### config.mk
export PLATFORM = sky130hd
export DESIGN_NAME = correlation_accumulator
export DESIGN_NICKNAME = d
export VERILOG_FILES = /design/src/rtl/correlation_accumulator.sv
export SDC_FILE = /design/constraint.sdc
export NUM_CORES = 1
export LEC_CHECK = 0
export CAP_MARGIN = 25
export CORE_ASPECT_RATIO = 0.6
export CORE_MARGIN = 3
export CORE_UTILIZATION = 55
export DETAILED_ROUTE_END_ITERATION = 10
export GPL_ROUTABILITY_DRIVEN = 0
export PLACE_DENSITY_LB_ADDON = 0.05
export REMOVE_ABC_BUFFERS = 1
export SKIP_CTS_REPAIR_TIMING = 1
export SLEW_MARGIN = 15
export SYNTH_ARGS = -nofsm -noshare
export SYNTH_HDL_FRONTEND = slang
export SYNTH_SLANG_ARGS = --single-unit
export TNS_END_PERCENT = 1
### constraint.sdc
create_clock -name CLK -period 3.4 [get_ports CLK]
set_input_delay 0.51 -clock CLK [delete_from_list [all_inputs] [get_ports CLK]]
set_output_delay 0.51 -clock CLK [all_outputs]
set_load 0.02 [all_outputs]
### src/rtl/correlation_accumulator.sv
// Window accumulator for correlation_cell products: sums I^2 and T[k]*I over WINDOW_PIXELS beats.
// Optional macro CORR_BEST_MATCH_EN adds best_idx (argmax of T_x_I_sum, ties to lowest index).
module correlation_accumulator #(
  parameter int PIXEL_SIZE    = 8,
  parameter int NUM_TEMPLATES = 10,
  parameter int WINDOW_PIXELS = 64,
  localparam int PW           = 2 * PIXEL_SIZE,
  localparam int ACC_W        = PW + $clog2(WINDOW_PIXELS)
) (
  input  logic                             CLK,
  input  logic                             RST_N,
  input  logic                             in_valid,
  output logic                             in_ready,
  input  logic [PW-1:0]                    I_square_in,
  input  logic [NUM_TEMPLATES*PW-1:0]      T_x_I_in,
  output logic                             out_valid,
  input  logic                             out_ready,
  output logic [ACC_W-1:0]                 I_square_sum,
  output logic [NUM_TEMPLATES*ACC_W-1:0]   T_x_I_sum
`ifdef CORR_BEST_MATCH_EN
  ,
  output logic [$clog2(NUM_TEMPLATES)-1:0] best_idx
`endif
);

  localparam int CNT_W = $clog2(WINDOW_PIXELS);
  localparam logic [CNT_W-1:0] LAST = CNT_W'(WINDOW_PIXELS - 1);

  typedef enum logic {ACCUM, FULL} state_t;

  state_t           state;
  logic [CNT_W-1:0] cnt;
  logic [ACC_W-1:0] acc_isq;
  logic [ACC_W-1:0] acc_txi [NUM_TEMPLATES];
  logic [ACC_W-1:0] nxt_isq;
  logic [ACC_W-1:0] nxt_txi [NUM_TEMPLATES];
  logic             last_beat;
  logic             accept;
  logic             drain;

  // Only the closing beat of a window has to wait for a held result to drain.
  assign last_beat = (cnt == LAST);
  assign in_ready  = !(state == FULL && !out_ready && last_beat);
  assign accept    = in_valid && in_ready;
  assign drain     = (state == FULL) && out_ready;
  assign out_valid = (state == FULL);

  always_comb begin
    nxt_isq = acc_isq + ACC_W'(I_square_in);
    for (int unsigned k = 0; k < NUM_TEMPLATES; k++) begin
      nxt_txi[k] = acc_txi[k] + ACC_W'(T_x_I_in[k*PW +: PW]);
    end
  end

`ifdef CORR_BEST_MATCH_EN
  localparam int IDX_W = $clog2(NUM_TEMPLATES);

  logic [IDX_W-1:0] nxt_best;
  logic [ACC_W-1:0] best_val;

  // Strict greater-than keeps the lowest index on ties.
  always_comb begin
    nxt_best = '0;
    best_val = nxt_txi[0];
    for (int unsigned k = 1; k < NUM_TEMPLATES; k++) begin
      if (nxt_txi[k] > best_val) begin
        best_val = nxt_txi[k];
        nxt_best = IDX_W'(k);
      end
    end
  end
`endif

  always_ff @(posedge CLK or negedge RST_N) begin
    if (!RST_N) begin
      state        <= ACCUM;
      cnt          <= '0;
      acc_isq      <= '0;
      I_square_sum <= '0;
      T_x_I_sum    <= '0;
      for (int unsigned k = 0; k < NUM_TEMPLATES; k++) begin
        acc_txi[k] <= '0;
      end
`ifdef CORR_BEST_MATCH_EN
      best_idx     <= '0;
`endif
    end else begin
      if (drain) begin
        state <= ACCUM;
      end
      // A window ending on the drain edge overrides the clear above.
      if (accept) begin
        if (last_beat) begin
          state        <= FULL;
          cnt          <= '0;
          acc_isq      <= '0;
          I_square_sum <= nxt_isq;
          for (int unsigned k = 0; k < NUM_TEMPLATES; k++) begin
            acc_txi[k]                   <= '0;
            T_x_I_sum[k*ACC_W +: ACC_W]  <= nxt_txi[k];
          end
`ifdef CORR_BEST_MATCH_EN
          best_idx     <= nxt_best;
`endif
        end else begin
          cnt     <= cnt + 1'b1;
          acc_isq <= nxt_isq;
          for (int unsigned k = 0; k < NUM_TEMPLATES; k++) begin
            acc_txi[k] <= nxt_txi[k];
          end
        end
      end
    end
  end

endmodule

==> flow_summary.json <==
{
  "setup_violations": 0,
  "worstPathArrival_ns": 2.42,
  "crit_fanout": 6,
  "hp-class": "register to register",
  "synthArstFlopShare_pct": 100.0,
  "regArea_sq_um": 12290,
  "switching_power_mw": 13.48,
  "nets": 3694,
  "rsz0062_at_grt": "no",
  "finalHoldViolations": 0,
  "seq_area_frac_synth_pct": 44.47,
  "synth_cells": 2927,
  "clk_pin_slew_ns": 0.07,
  "cp_top_family": "buffers and inverters",
  "pwr-share-comb_pct": 52.4,
  "finalClockSkew_ns": 0.02112,
  "num_rows": 62,
  "place_area_sq_um": 32770,
  "end_kind": "output port",
  "worstMarginPinSlew_ns": 0.8625,
  "start_util_pct": 56.71,
  "viasPerCell": 5.849,
  "post-dp-hpwl_mm": 53.74,
  "htree_levels": 2,
  "antenna_found_initial": 15,
  "area_growth_syn_to_layout_pct": 24.71,
  "cp-start-kind": "register",
  "design_area_sq_um": 34450,
  "wire_per_inst_microns": 18.99,
  "critPathMaxStageDelay_ns": 0.63,
  "max_freq_mhz": 341.7,
  "worstSetupPathType": "register to output port",
  "cp.required_ns": 2.89,
  "fin_hold_ws_ns": 0.4727,
  "core_area_sq_um": 48720,
  "crit_buf_inv": 1,
  "yosysWarnings": 0,
  "clockRootBuffer": "clkbuf_16",
  "overflow": 0,
  "ir_drop_mv": 0.5017,
  "ant_nets": 0,
  "leakage_nw": 15.81,
  "crit_slowest_cell": "clkdlybuf4s50_1",
  "timing.final.crit_share_pct": 86.07,
  "synthFlopType": "dfrtp_1",
  "drive_above_1_share_pct": 6.425,
  "cts_tree": "built",
  "synth_edf_count": 0,
  "layout_setup_ws_ns": 0.4737,
  "pin_count": 424,
  "drt-initial-drc-count": 1701,
  "seqPwrFrac_pct": 30.4,
  "p_int_mw": 19.34,
  "grt_use_total_pct": 28.55,
  "period_minus_slack_ns": 2.926,
  "worst_skew_pair.late_latency_ns": 0.56,
  "multi_input_area_sq_um": 14580,
  "cts.sinks": 491,
  "grt_max_degree": 106,
  "crit_chain": "ha_1 > and3_1 > nand3b_1 > clkdlybuf4s50_1",
  "max_slew_margin_pct": 41.89,
  "grt_pass1_vias": 23740,
  "stdcell_count": 4013,
  "io_buffers": 423,
  "dieHeight_microns": 179.6,
  "dr_total_vias": 23470,
  "cts_inserted_buffers": 47,
  "cap_violations": 0,
  "powerDensity_nw_per_um2": 952.7,
  "clockBufferDepth": 3,
  "drc": 0,
  "ys_seq_elements": 491,
  "die_width_microns": 295.3,
  "status": "finished clean",
  "drtPass1Iterations": 5,
  "syn_area_sq_um": 27630,
  "dieArea_sq_um": 53040,
  "synth.distinct_cells": 82,
  "post-place-ws_ns": -0.05452,
  "drt-total-wl_mm": 76.21,
  "power_frac_clock_pct": 17.2,
  "slew_viol_final": 0,
  "swShare_pct": 41.08,
  "n_fill_cell": 3732,
  "grt_pass1_wl_mm": 125.0,
  "fin_util_pct": 70.72,
  "postSynthAreaPerCell_sq_um": 9.439,
  "numPlacedInstances": 3916
}
-- sequential cells by signal, summed over array words and instances (netlist names) --
name and count:
cnt 6, T_x_I_sum 220, out_valid 1, acc_txi 220, I_square_sum 22, acc_isq 22
-- cells in the final DEF, fill, tap and decap left out, types with 10 or more instances in the layout --
cell type        count
nor2_1             119
nand2_1            562
clkbuf_16           49
xor2_1              74
o21a_1              32
nand4_1             16
buf_12              14
inv_1               75
a31oi_1             34
nand2b_1            20
o22ai_1             12
o211ai_1            19
fa_1                11
a22o_1             148
clkinv_2            11
mux2_2              36
xnor2_1            120
dfrtp_1            491
a211oi_1            19
clkdlybuf4s50_1    422
o21ai_0            242
or3_1               27
ha_1               177
buf_4               40
nor3_1              45
or2_2               10
o21bai_1            14
a21o_1              70
and3_1              31
diode_2             11
nand3_1             46
a21oi_1            168
o31ai_1             16
nor2b_1             23
-- final timing paths --
check	startpoint	slack, ns	cells after the start	end
max in group asynchronous	RST_N	1.75	4	T_x_I_sum[107]$_DFFE_PN0P_
worst min-delay path	T_x_I_sum[56]$_DFFE_PN0P_	0.47	2	T_x_I_sum[56]$_DFFE_PN0P_
min in group asynchronous	RST_N	0.52	2	T_x_I_sum[47]$_DFFE_PN0P_
worst min register to register	T_x_I_sum[56]$_DFFE_PN0P_	0.47	2	T_x_I_sum[56]$_DFFE_PN0P_
worst max register to register	acc_txi[198]$_DFFE_PN0P_	0.53	11	acc_txi[218]$_DFFE_PN0P_
worst max-delay path	cnt[0]$_DFFE_PN0P_	0.47	4	in_ready
-- worst register-to-register path: cells and delay by family (launching register included) --
family | cells | cell delay, ns
adders and majority gates | 2 | 0.60
AOI/OAI and AO/OA | 7 | 1.56
buffers and inverters | 1 | 0.07
DFF | 1 | 0.37
and+or+nand+nor | 1 | 0.17
-- power groups by stage --
stage	registers (mW)	clock network [mW]	logic, mW
5_1_grt	10.3	5.99	18.9
2_1_floorplan	11.1	0	10.2
3_3_place_gp	9.92	0	16.5
6_report	9.98	5.64	17.2
4_1_cts	9.96	5.74	17.1
3_5_place_dp	10.0	0	17.0
-- cells in the mapped netlist (21+ instances only) --
cell        n  share of area, %
a21o_1     70               1.9
a21oi_1   168               3.0
a22o_1    148               4.7
a31oi_1    34              0.77
and3_1     31              0.70
buf_2      32              0.58
clkbuf_1   91               1.2
dfrtp_1   491                44
ha_1      177               8.0
inv_1      75               1.0
mux2_2     36               1.5
nand2_1   563               7.6
nand2b_1   21              0.48
nand3_1    46              0.83
nor2_1    120               1.6
nor2b_1    24              0.54
nor3_1     45              0.82
o21a_1     32              0.87
o21ai_0   242               4.4
or3_1      27              0.61
xnor2_1   120               3.8
xor2_1     74               2.3
-- layer usage --
layer | track usage [%] | share of wire [%]
met4 | 10.14 | 3.6
met1 | 39.24 | 44
met2 | 46.32 | 47
met5 | 0 | 0.059
met3 | 4.206 | 5.5
-- stage by stage --
| stage | total power, mW | TNS [ns] |
|---|---|---|
| 6_report | 32.82 | 0 |
| 5_1_grt | 35.20 | 0 |
| 4_1_cts | 32.82 | 0 |
| 3_5_place_dp | 26.99 | -0.1209 |
| 3_3_place_gp | 26.39 | -0.01946 |
| 2_1_floorplan | 21.25 | -3247.38 |
-- final cells by class --
cell class | instances | share of cell area, %
clock inverter | 22 | 0.7954
multi-input combinational | 2233 | 42.33
tap | 640 | 2.324
timing repair buffer | 478 | 14.02
sequential | 491 | 35.66
inverter | 75 | 0.8171
antenna | 11 | 0.07990
clock buffer | 63 | 3.973
-- logic make-up (layout without fill, tap and decap cells) --
| logic type | count (synthesis) | after routing | share of synthesized area (%) |
|---|---|---|---|
| multiplexers | 44 | 44 | 1.757 |
| AO/OA/AOI/OAI | 870 | 870 | 20.99 |
| XOR/XNOR | 194 | 194 | 6.150 |
| AND/OR/NAND/NOR | 937 | 937 | 14.91 |
| adder cells (fa/ha/maj) | 188 | 188 | 8.813 |
| buffers and inverters | 203 | 638 | 2.903 |
| other | 0 | 11 | 0 |
| flip-flops | 491 | 491 | 44.47 |
(Power assumes the default switching activity.)
